==> src/rtl/packet_router_pkg.sv <==
// Shared types for the packet router: FSM state encoding, drop counter width
// and the header tag range check.
package packet_router_pkg;

    localparam int DROP_COUNT_WIDTH = 16;

    typedef enum logic [1:0] {
        IDLE    = 2'd0,
        FORWARD = 2'd1,
        DROP    = 2'd2
    } state_e;

    function automatic logic tag_valid(input logic [31:0] tag, input int unsigned num_ch);
        return tag < num_ch;
    endfunction

endpackage

==> src/rtl/packet_router_n_saturating_counter.sv <==
// Saturating up-counter with synchronous clear (clear beats increment).
// Latency: count updates on the edge after inc/clr. Backpressure: none.
// Holds at all-ones once reached until cleared or reset.
module saturating_counter #(
    parameter int WIDTH = 16
) (
    input  logic             clock,
    input  logic             clear_n,
    input  logic             inc,
    input  logic             clr,
    output logic [WIDTH-1:0] count
);

    logic [WIDTH-1:0] count_q, count_d;

    always_comb begin
        count_d = count_q;
        if (clr) begin
            count_d = '0;
        end else if (inc && (count_q != '1)) begin
            count_d = count_q + 1'b1;
        end
    end

    always_ff @(posedge clock or negedge clear_n) begin
        if (!clear_n) begin
            count_q <= '0;
        end else begin
            count_q <= count_d;
        end
    end

    assign count = count_q;

endmodule

==> src/rtl/packet_router_n.sv <==
// Steers valid/ready/last packets to one of NUM_CHANNELS outputs by header tag; bad tags dropped and counted.
// Latency: zero cycles, data path is combinational; state/sel/drop_count update on handshake edges.
// Backpressure: ready follows the selected channel's ready_out; always 1 while idle-stripping or dropping.
module packet_router_n
    import packet_router_pkg::*;
#(
    parameter int NUM_CHANNELS = 4,
    parameter int DATA_WIDTH   = 8,
    parameter int TAG_STRIP    = 1,
    localparam int SEL_W       = $clog2(NUM_CHANNELS)
) (
    input  logic                               clock,
    input  logic                               clear_n,
    input  logic                               valid,
    input  logic [DATA_WIDTH-1:0]              data,
    input  logic                               last,
    output logic                               ready,
    output logic [NUM_CHANNELS-1:0]            valid_out,
    output logic [NUM_CHANNELS*DATA_WIDTH-1:0] data_out,
    output logic [NUM_CHANNELS-1:0]            last_out,
    input  logic [NUM_CHANNELS-1:0]            ready_out,
    input  logic                               clear_drop_count,
    output logic [DROP_COUNT_WIDTH-1:0]        drop_count,
    output logic [SEL_W-1:0]                   active_channel,
    output logic                               busy
);

    state_e            state_q, state_d;
    logic [SEL_W-1:0]  sel_q, sel_d;
    logic [SEL_W-1:0]  hdr_sel, route_ch;
    logic              tag_ok, route_en, hs, drop_inc;
    logic [NUM_CHANNELS-1:0] sel_hit, ch_rdy;

    assign hdr_sel = data[SEL_W-1:0];
    assign tag_ok  = tag_valid(32'(data), NUM_CHANNELS);
    assign hs      = valid & ready;

    // A kept header is steered before the FSM has latched sel, hence the IDLE route.
    always_comb begin
        route_en = 1'b0;
        route_ch = sel_q;
        case (state_q)
            IDLE: begin
                if ((TAG_STRIP == 0) && tag_ok) begin
                    route_en = 1'b1;
                    route_ch = hdr_sel;
                end
            end
            FORWARD: route_en = 1'b1;
            default: ;
        endcase
    end

    for (genvar i = 0; i < NUM_CHANNELS; i++) begin : g_ch
        assign sel_hit[i]                          = route_en && (route_ch == SEL_W'(i));
        assign valid_out[i]                        = sel_hit[i] & valid;
        assign last_out[i]                         = sel_hit[i] & last;
        assign data_out[i*DATA_WIDTH +: DATA_WIDTH] = sel_hit[i] ? data : '0;
        assign ch_rdy[i]                           = sel_hit[i] & ready_out[i];
    end

    assign ready = route_en ? |ch_rdy : 1'b1;

    always_comb begin
        state_d  = state_q;
        sel_d    = sel_q;
        drop_inc = 1'b0;
        if (hs) begin
            case (state_q)
                IDLE: begin
                    if (tag_ok) begin
                        if (!last) begin
                            state_d = FORWARD;
                            sel_d   = hdr_sel;
                        end
                    end else begin
                        drop_inc = 1'b1;
                        if (!last) begin
                            state_d = DROP;
                        end
                    end
                end
                FORWARD, DROP: begin
                    if (last) begin
                        state_d = IDLE;
                    end
                end
                default: state_d = IDLE;
            endcase
        end
    end

    always_ff @(posedge clock or negedge clear_n) begin
        if (!clear_n) begin
            state_q <= IDLE;
            sel_q   <= '0;
        end else begin
            state_q <= state_d;
            sel_q   <= sel_d;
        end
    end

    saturating_counter #(
        .WIDTH(DROP_COUNT_WIDTH)
    ) u_drop_cnt (
        .clock  (clock),
        .clear_n(clear_n),
        .inc    (drop_inc),
        .clr    (clear_drop_count),
        .count  (drop_count)
    );

    assign busy           = (state_q != IDLE);
    assign active_channel = sel_q;

endmodule

==> config.mk <==
export PLATFORM = sky130hd
export DESIGN_NAME = packet_router_n
export DESIGN_NICKNAME = d
export VERILOG_FILES = /design/src/rtl/packet_router_pkg.sv /design/src/rtl/packet_router_n_saturating_counter.sv /design/src/rtl/packet_router_n.sv
export SDC_FILE = /design/constraint.sdc
export NUM_CORES = 1
export LEC_CHECK = 0
export ABC_AREA = 1
export ABC_CLOCK_PERIOD_IN_PS = 2500
export CAP_MARGIN = 5
export CORE_ASPECT_RATIO = 0.6
export CORE_MARGIN = 3
export CORE_UTILIZATION = 27
export CTS_BUF_LIST = sky130_fd_sc_hd__clkbuf_8
export DETAILED_ROUTE_END_ITERATION = 8
export SLEW_MARGIN = 20
export SYNTH_ARGS = -nofsm -noshare
export SYNTH_HDL_FRONTEND = slang
export SYNTH_SLANG_ARGS = --single-unit
==> constraint.sdc <==
create_clock -name clock -period 2.5 [get_ports clock]
set_clock_uncertainty 0.15 [all_clocks]
set_input_delay 0.5 -clock clock [delete_from_list [all_inputs] [get_ports clock]]
set_output_delay 0.5 -clock clock [all_outputs]
set_load 0.005 [all_outputs]
==> key figures, run 1 <==
Die
  • Number of top-level design ports: 77
  • Row count: 21
  • Chip width: 106 microns
  • Die extent in y: 66.1 microns
  • Core area: 0.00570 sq mm
  • Die area: 0.00702 sq mm
  • Starting Density: about 29%

Power and ir drop
  • Tot Pwr: 1.28 mW
  • Net load switching power: between 0.4 and 0.5 mW
  • Share of power burned in the clock network: around 17%
  • IR drop worst, VDD: 0.218 mV
  • Sequential power share: approximately a third
  • Cell Pwr Density: 483 mW/mm^2
  • Leakage power: 1.65 nW
  • Logic gate share of total power: 51.2%
  • Switching share of total power: between 30 and 40%
  • Internal cell power: ~0.79 mW

Setup path
  • Required time reported for the critical path endpoint: about 1.9 ns
  • CP startpoint kind: register
  • Cell chain of the critical path: inv_2 -> ha_4 -> nand3_1 -> buf_4 -> nor2_1 -> clkdlybuf4s50_1
  • Delay of the slowest critical-path stage: 0.51 ns
  • Endpoint class of the critical path: output port
  • Crit-path max FO: 10
  • Max stage delay cell, worst path: sky130_fd_sc_hd__clkdlybuf4s50_1
  • Critical path class: register to output port
  • WP data arrival: about 1.8 ns

GRT
  • Number of global-route vias before repair: between 1,500 and 2,000
  • Remaining global-route overflow: 0
  • Largest net degree at the start of global routing: 21
  • Wire length of the first global-routing pass: 9180 microns
  • Antenna violations before repair: 0
  • Total global-route track usage: 16.5%

Yosys
  • Most used standard cell by instance count after synthesis: sky130_fd_sc_hd__nor2_1
  • FFs w/ async S/R, synth: between 90% and 100%
  • Syn Nets: 287
  • Top post-synthesis cells by count: sky130_fd_sc_hd__nor2_1, sky130_fd_sc_hd__nand2_1, sky130_fd_sc_hd__inv_1
  • Yosys cell types: 27
  • Yosys warning count: 0
  • Prevailing post-synth register cell: sky130_fd_sc_hd__dfrtp_1
  • Synthesized cell area: 0.00163 sq mm
  • Cell taking the most area after synthesis: sky130_fd_sc_hd__dfrtp_1
  • Number of flip-flops and latches in the synthesized netlist: 20
  • Most area-consuming cells after synthesis: sky130_fd_sc_hd__dfrtp_1, sky130_fd_sc_hd__nor2_1, sky130_fd_sc_hd__nand2_1, sky130_fd_sc_hd__nand3_1, sky130_fd_sc_hd__inv_1
  • Number of enable-type register cells in the synthesized netlist: 0
  • Sequential share of the synthesized area: 30.8%
  • Number of instances in the synthesized netlist: 267
  • Avg Inst Size Synth: 6.09 sq um
  • Portion of synthesized cell area occupied by the leading cell type: between 30% and 40%

Routing
  • Routed wirelength normalized by instance count: 13.2 microns
  • Vias after detailed routing: 1,893
  • Overall routed net length: 5650 microns
  • Number of detailed-routing iterations run before antenna repair: 7
  • Number of DRC markers in iteration 0: between 100 and 150
  • Number of routed nets with antenna violations: 0
  • Remaining routing DRC violations: 0
  • Mean number of vias per cell: ~4.4

Finish
  • Fraction of layout instances using a drive strength above 1: 8.60%
  • Number of nets in the finished design: 371
  • Area used by multi-input combinational logic: 961 sq um
  • Count of non-filler cells in the finished layout: 429
  • Syn-to-layout area delta: 62.9%
  • Area taken by flip-flops and latches: 502 sq um
  • Antenna diode instance count: 0
  • Fill count: 573

Clock network
  • Max Buffers Root-to-Sink: 2
  • Clock tree from TritonCTS: done
  • Post-CTS clock slew at the launch and capture registers of the worst setup and hold paths: 0.08 ns
  • Clock latency reported for the late side of the worst-skew pair: 0.27 ns
  • Clock Root Buffer: sky130_fd_sc_hd__clkbuf_8
  • H-Tree Level Count: 1
  • CTS sink count: 20
  • TritonCTS buffer count: 3

STA
  • Final number of hold-violating endpoints: 0
  • Setup repair after global routing missed its margin: yes
  • Achievable frequency: 0.411 GHz
  • Final Hold Slack: 0.367 ns
  • Ratio of final minimum period to clock period: 97.3%
  • Number of pins with negative max-slew slack in the final report: 0
  • Rel. slew slack: 63.3%
  • Min setup slack post-route: 0.0677 ns
  • Final setup violation count: 0
  • Measured slew at the worst slew-check pin: 0.546 ns
  • Final critical-path required period: 2.43 ns

Run
  • Maximum Capacitance Violations: 0

Placed design
  • Placed wire-length estimate: 4380 microns
  • Post-Place Worst Slack: 0.0897 ns
  • Number of instances in the placed design: about 430
  • Port bufs: 76
  • Gpl congestion: 0.859

Min path
  • Min-Delay Path Class: register to register

Run status
  • Status: finished clean
==> cell usage in the layout, fill, tap and decap left out, types with 2 or more instances in the layout <==
cell type / Yosys / final
sky130_fd_sc_hd__nor2_1: 73 / 73
sky130_fd_sc_hd__o21ai_0: 4 / 4
sky130_fd_sc_hd__xor2_1: 5 / 5
sky130_fd_sc_hd__nand3_1: 28 / 27
sky130_fd_sc_hd__dfrtp_1: 20 / 19
sky130_fd_sc_hd__nand2_2: 1 / 2
sky130_fd_sc_hd__inv_1: 32 / 31
sky130_fd_sc_hd__nor2_2: 2 / 2
sky130_fd_sc_hd__xnor2_1: 2 / 2
sky130_fd_sc_hd__buf_4: 1 / 10
sky130_fd_sc_hd__clkdlybuf4s50_1: 0 / 50
sky130_fd_sc_hd__ha_1: 3 / 2
sky130_fd_sc_hd__clkbuf_8: 0 / 3
sky130_fd_sc_hd__nand4_1: 5 / 5
sky130_fd_sc_hd__nand2_4: 2 / 2
sky130_fd_sc_hd__nand2_1: 66 / 65
sky130_fd_sc_hd__dlymetal6s2s_1: 0 / 24
sky130_fd_sc_hd__inv_2: 4 / 5
sky130_fd_sc_hd__nor3_1: 4 / 4
sky130_fd_sc_hd__dlygate4sd2_1: 0 / 2
==> flip-flops by register name, indices dropped and copies added, names as in the netlist <==
| register | cells |
|---|---|
| active_channel | 2 |
| u_drop_cnt.count | 16 |
| state_q | 2 |
==> path summary, 6_finish.rpt <==
check / endpoint / from / slack [ns] / depth (start not counted)
max: data_out[19] / state_q[1] / 0.07 / 6
min: state_q[1] / state_q[1] / 0.37 / 2
max reg2reg: u_drop_cnt.count[10] / state_q[1] / 0.48 / 12
min reg2reg: state_q[1] / state_q[1] / 0.37 / 2
max in group asynchronous: active_channel[1] / clear_n / 1.53 / 2
min in group asynchronous: u_drop_cnt.count[9] / clear_n / 0.43 / 2
==> logic make-up after synthesis <==
family,count (synthesis),synth area share [%]
xor gates and xnor gates,7,3.77
DFF,20,30.8
adders and majority gates,3,2.31
AOI/OAI and AO/OA,7,2.46
muxes,1,0.616
buffers and inverters,45,11.3
and+or+nand+nor,184,48.7
==> what timing repair did <==
action                                 CTS  global route
hold buffers                             0             0
setup endpoints to repair               41            31
buffers inserted                         0             1
pin swaps                                1             0
endpoints found under the hold margin    0             0
gates resized for setup                  6            27
==> worst max-delay path: cells and delay by family, from the launching register on <==
family / cells / cell delay (ns)
buf+inv: 3 / 0.78
simple gates: 2 / 0.18
flops: 1 / 0.39
fa+ha+maj: 1 / 0.18
==> final cells by class <==
type	count	share of cell area, %
multi-input cells	202	36.3
repair buffers	87	34.2
flip-flops and latches	20	19.0
inverters	37	5.25
well taps	80	3.78
clock buffers	3	1.56
==> power by group through the flow <==
stage | clock network [mW] | registers, mW | logic (mW)
final | 0.220 | 0.404 | 0.654
after global routing | 0.245 | 0.413 | 0.725
after CTS | 0.226 | 0.404 | 0.655
after detailed placement | 0 | 0.405 | 0.640
after floorplan | 0 | 0.395 | 0.321
after global placement | 0 | 0.404 | 0.637
==> metal layers <==
layer | global-route usage, % | share of wire, % | vias up
li1 | - | - | 986
met1 | 25.3 | 53 | 872
met2 | 24.0 | 43 | 31
met3 | 2.83 | 3.1 | 4
met4 | 3.55 | 0.48 | 0
met5 | 0 | 0 | -
==> through the flow <==
| step | area (sq um) | setup TNS, ns | utilization [%] |
|---|---|---|---|
| after floorplan | 1630 | 0 | - |
| after global placement | 2520 | 0 | 44.1 |
| after detailed placement | 2520 | 0 | 44.1 |
| after CTS | 2570 | 0 | 45.1 |
| after global routing | 2650 | -0.0142 | 46.4 |
| final | 2650 | 0 | 46.4 |
(Power assumes the default switching activity.)
==> run 2: changes to the inputs <==
--- a/config.mk
+++ b/config.mk
@@ -6,7 +6,7 @@
 export NUM_CORES = 1
 export LEC_CHECK = 0
 export ABC_AREA = 1
-export ABC_CLOCK_PERIOD_IN_PS = 2500
+export ABC_CLOCK_PERIOD_IN_PS = 2650
 export CAP_MARGIN = 5
 export CORE_ASPECT_RATIO = 0.6
 export CORE_MARGIN = 3
==> constraint.sdc (replaced) <==
create_clock -name clock -period 2.65 [get_ports clock]
set_clock_uncertainty 0.15 [all_clocks]
set_input_delay 0.53 -clock clock [delete_from_list [all_inputs] [get_ports clock]]
set_output_delay 0.53 -clock clock [all_outputs]
set_load 0.005 [all_outputs]
==> run 2 against run 1 <==
Against the previous run: cell count shrank 0.47%; power is 7.4% lower; combinational power fell by 8.1%; worst setup slack better by 0.045 ns; die area unchanged; critical path type unchanged; sequential share of layout area rose by 0.58 points; cell area fell by 3.2%; first-iteration DRC count rose by 49%; largest power group unchanged; routed wire length decreased by 4.2%; critical endpoint is now valid_out[1].
==> key figures, run 2 (synthesis results as in run 1) <==
Die
  • Starting Density: 28.5%
  • Die area: 0.00702 sq mm
  • Number of top-level design ports: 77
  • Core area: ~0.0057 sq mm
  • Row count: 21
  • Chip width: 106 microns
  • Die extent in y: 66.1 microns

GRT
  • Antenna violations before repair: 0
  • Number of global-route vias before repair: 1,765
  • Largest net degree at the start of global routing: 21
  • Remaining global-route overflow: 0
  • Total global-route track usage: 16.1%
  • Wire length of the first global-routing pass: 9110 microns

STA
  • Fin Setup TNS: 0 ns
  • Rel. slew slack: 59.0%
  • Measured slew at the worst slew-check pin: approximately 0.61 ns
  • Final critical-path required period: 2.54 ns
  • Achievable frequency: ~0.39 GHz
  • Ratio of final minimum period to clock period: 95.7%
  • Number of pins with negative max-slew slack in the final report: 0
  • Setup repair after global routing missed its margin: no
  • Final setup violation count: 0
  • Final number of hold-violating endpoints: 0

Placed design
  • Port bufs: 76
  • Gpl congestion: 0.883
  • Cell area after placement: ~0.0025 sq mm
  • Placed wire-length estimate: 4300 microns

Finish
  • Max reg flops: 16
  • Fraction of layout instances using a drive strength above 1: 6.92%
  • Post-route standard cell area excluding fillers: 0.00256 sq mm
  • Most common cell after layout, fill and taps aside: sky130_fd_sc_hd__clkdlybuf4s50_1
  • Syn-to-layout area delta: 57.7%
  • Area taken by flip-flops and latches: 500 sq um
  • Number of nets in the finished design: 369
  • Most frequent cells in the layout: sky130_fd_sc_hd__clkdlybuf4s50_1, sky130_fd_sc_hd__nor2_1, sky130_fd_sc_hd__nand2_1
  • Area used by multi-input combinational logic: ~950 sq um
  • Fill count: 599
  • Final core area utilization: between 40% and 50%
  • Antenna diode instance count: 0

Clock network
  • TritonCTS buffer count: 3
  • Clock latency reported for the late side of the worst-skew pair: ~0.26 ns
  • Max Buffers Root-to-Sink: 2
  • Clock Root Buffer: sky130_fd_sc_hd__clkbuf_8
  • Clock tree from TritonCTS: done
  • H-Tree Level Count: 1
  • Number of buffers inserted by post-CTS setup repair: 0
  • CTS Hold Bufs: 0
  • Post-CTS clock slew at the launch and capture registers of the worst setup and hold paths: 0.07 ns
  • Resize count post-CTS: 1
  • CTS sink count: 20

Setup path
  • Required time reported for the critical path endpoint: 1.97 ns
  • Endpoint class of the critical path: output port
  • WP data arrival: 1.86 ns
  • CP startpoint kind: register
  • Critical path class: register to output port
  • Crit-path max FO: 10

Run status
  • Status: finished clean

Routing
  • Vias after detailed routing: 1,850
  • Routed wirelength normalized by instance count: 12.7 microns
  • Number of DRC markers in iteration 0: 155
  • Remaining routing DRC violations: 0
  • Overall routed net length: 5410 microns
  • Number of routed nets with antenna violations: 0
  • Mean number of vias per cell: 4.33
  • Number of detailed-routing iterations run before antenna repair: 4

Power and ir drop
  • Cell Pwr Density: between 400 and 500 mW/mm^2
  • Leakage power: 1.18 nW
  • IR drop worst, VDD: approximately 0.25 mV

Run
  • Maximum Capacitance Violations: 0

Min path
  • Min-Delay Path Class: register to register
run 2: stage by stage:
step	power, mW	hold WS, ns	instances	setup WS (ns)
floorplan	0.675	0.0844	267	0.840
global placement	0.976	0.328	424	0.129
detailed placement	0.973	0.333	424	0.123
CTS	1.18	0.353	427	0.0477
global route	1.28	0.440	427	0.0116
finish	1.18	0.346	427	0.113
run 2: final cells by class:
cell class | count | share of cell area (%)
inverters | 37 | 5.42
multi-input cells | 202 | 37.2
repair buffers | 85 | 32.3
well taps | 80 | 3.91
flip-flops and latches | 20 | 19.5
clock buffers | 3 | 1.61
run 2: where the power goes:
group          leakage, nW  internal [mW]  switching, mW
clock               0.0216          0.101         0.0995
combinational        0.887          0.297          0.304
sequential           0.274          0.338         0.0439
total                 1.18          0.736          0.448
run 2: per-layer routing:
metal	vias up	global-route usage [%]	wire length, microns
li1	979	-	-
met1	820	26.0	2930
met5	-	0	0
met2	49	22.8	2160
met4	0	1.78	17
met3	2	2.44	305
run 2: worst max-delay path, cell delays in order (launching register included):
cell and delay (ns):
sky130_fd_sc_hd__dfrtp_1 0.38, sky130_fd_sc_hd__inv_1 0.12, sky130_fd_sc_hd__ha_4 0.19, sky130_fd_sc_hd__nand3_1 0.10
sky130_fd_sc_hd__buf_4 0.20, sky130_fd_sc_hd__nor2_1 0.09, sky130_fd_sc_hd__clkdlybuf4s50_1 0.52
run 2: final timing paths:
check / slack, ns / to / cells past startpoint / start
setup / recovery: 0.11 / valid_out[1] / 6 / state_q[1]
hold / removal: 0.35 / state_q[1] / 2 / state_q[1]
setup reg to reg: 0.60 / u_drop_cnt.count[2] / 10 / u_drop_cnt.count[0]
hold reg to reg: 0.35 / state_q[1] / 2 / state_q[1]
max in group asynchronous: 1.68 / state_q[0] / 2 / clear_n
min in group asynchronous: 0.45 / u_drop_cnt.count[14] / 2 / clear_n
==> RTL change 1: new RTL, config.mk and constraints of run 1 <==
Set the parameter `NUM_CHANNELS` to 2 (it was 4).
--- a/src/rtl/packet_router_n.sv
+++ b/src/rtl/packet_router_n.sv
@@ -4,7 +4,7 @@
 module packet_router_n
     import packet_router_pkg::*;
 #(
-    parameter int NUM_CHANNELS = 4,
+    parameter int NUM_CHANNELS = 2,
     parameter int DATA_WIDTH   = 8,
     parameter int TAG_STRIP    = 1,
     localparam int SEL_W       = $clog2(NUM_CHANNELS)
Interface: changed (5 resized); port bits go from 77 to 54. The function was not compared with the original's and may differ.
==> RTL change 1 against run 1 <==
  * Wire length shrank 26%
  * Cell area shrank 19%
  * Synthesized cell count shrank 17%
  * Utilization shrank 4.9 points
  * Worst setup slack gained 0.073 ns
  * Sequential cell count shrank 1
  * Hold slack gained 0.047 ns
  * Area after synthesis shrank 8.5%
Power is not compared: it rests on default switching activity, and its combinational part moved more than twofold at a synthesized area within 25%.
==> RTL change 1: results (changes against run 1) <==
status complete, no violations; arrival time at the worst endpoint 1.71 ns (-0.07 ns); Final GP Congestion 0.798 (-7.1%); Slowest-stage cell, CP clkdlybuf4s50_1; Final #Nets 294 (-21%); Synth Warn # 0 (unchanged); CTS clk-pin slew, worst paths 0.08 ns (about the same); clock latency on the worst-skew pair 0.27 ns (about the same); R2R depth 8 (-4); residual DRC count 0 (unchanged); sequential area share after synthesis 0.320 (+0.0117); largest buffer count on any clock path 2 (unchanged); FF-to-FF setup slack 0.65 ns (+0.17 ns); Hold Slack 0.414 ns (+0.0466 ns); GR Util met2 0.202 (-0.0378); GR Util met3 0.0332 (+0.00489); Peak VDD IR about 0.16 mV; average wire per standard cell 12.4 um (-6.3%); fraction of layout cells with a size suffix above 1 0.102 (+0.0159); Via density 4.51 (+2.1%); CTS Root Cell clkbuf_8; DR iter-0 viols 104 (unchanged); asr flop ratio synth 1.00 (unchanged); r2r startpoint state_q[1]; Post-synth EDFFs 0 (unchanged); Hold Path Class in -> async; Port Buffers 53 (-30%); Pleak between 0.0009 and 0.001 uW; initial antenna violation count 0 (unchanged); syn_nets 239 (-17%); cell family with most CP delay buffers and inverters; global-route track usage on met1 0.233 (-0.0196); H-tree levels 1 (unchanged); first-pass detailed-route iteration total 4 (-3); Place WS 0.142 ns (+0.0527 ns); antenna cell count 0 (unchanged); Area after DPL 0.00208 mm2 (-17%); Slew HR 0.735 (+0.102); vias in the first global route 1490 (-13%); flip-flop count of the largest register after layout 16 (unchanged); first-pass GRT wire length 7.64 mm (-17%); worst flop-to-flop path endpoint u_drop_cnt.count[1]; largest stage delay on the critical path 0.49 ns (-0.02 ns); Synth Instances 221 (-17%); Synth Flop Type dfrtp_1; most frequent cells after synthesis 48 x nand2_1, 41 x nor2_1, 32 x nand3_1, 24 x inv_1, 19 x dfrtp_1; post-DP HPWL 3.19 mm (-27%); post-synth cell types 25 (-7.4%); Inserted Clock Buffers 3 (unchanged); Global Route Usage Sum 0.147 (-0.0186); largest net degree at the start of global routing 33 (+57%); fin cells 341 (-21%); CP Max Fanout 3 (-7); ranking of synthesized cells by area dfrtp_1 32%, nand2_1 12%, nand3_1 11%, nor2_1 10%, inv_1 6.1%
==> RTL change 1: changes by cell type after synthesis, moves of 3 or more <==
cell,delta
nand3b_1,+9
nor2_1,-32
nand3_1,+4
nand2_1,-18
nor2_4,+3
clkbuf_1,-3
nand2_2,+3
inv_1,-8
==> RTL change 1: logic make-up after synthesis <==
family / synth area share
AO/OA/AOI/OAI: 0.0143
XOR/XNOR: 0.0412
adder cells (fa/ha/maj): 0.0252
buffers and inverters: 0.0976
flip-flops: 0.320
AND/OR/NAND/NOR: 0.502
==> RTL change 1: layer usage <==
metal  routed length, um  share of wire
met1                2280           0.54
met2                1700           0.40
met3                 222          0.053
met4                  10         0.0024
met5                   0              0
==> RTL change 1: worst max path at each step <==
stage | slack (ns) | end | start
after detailed placement | 0.14 | ready | ready_out[0]
after CTS | 0.03 | data_out[0] | state_q[1]
after global routing | 0.03 | data_out[0] | state_q[1]
after floorplan | 0.80 | u_drop_cnt.count[11] | u_drop_cnt.count[0]
after global placement | 0.15 | ready | ready_out[1]
final | 0.14 | ready | ready_out[0]
==> RTL change 1: layout make-up <==
| class | instances | area [um2] |
|---|---|---|
| clock buffers | 3 | 41.3 |
| clock inverters | 1 | 5.00 |
| fillers | 541 | 3030 |
| inverters | 29 | 109 |
| multi-input cells | 168 | 895 |
| flip-flops and latches | 19 | 475 |
| well taps | 66 | 82.6 |
| repair buffers | 55 | 546 |
==> RTL change 1: timing repair <==
item                       CTS  global route
cloned                       0             0
setup endpoints to repair   20            20
hold buffers                 0             0
gates resized for setup      3             3
buffers inserted             0             0
==> RTL change 1: where the power goes <==
part           switching, uW  internal (uW)  total, uW
combinational            148           96.9        245
sequential              16.5            323        340
clock                    117            111        228
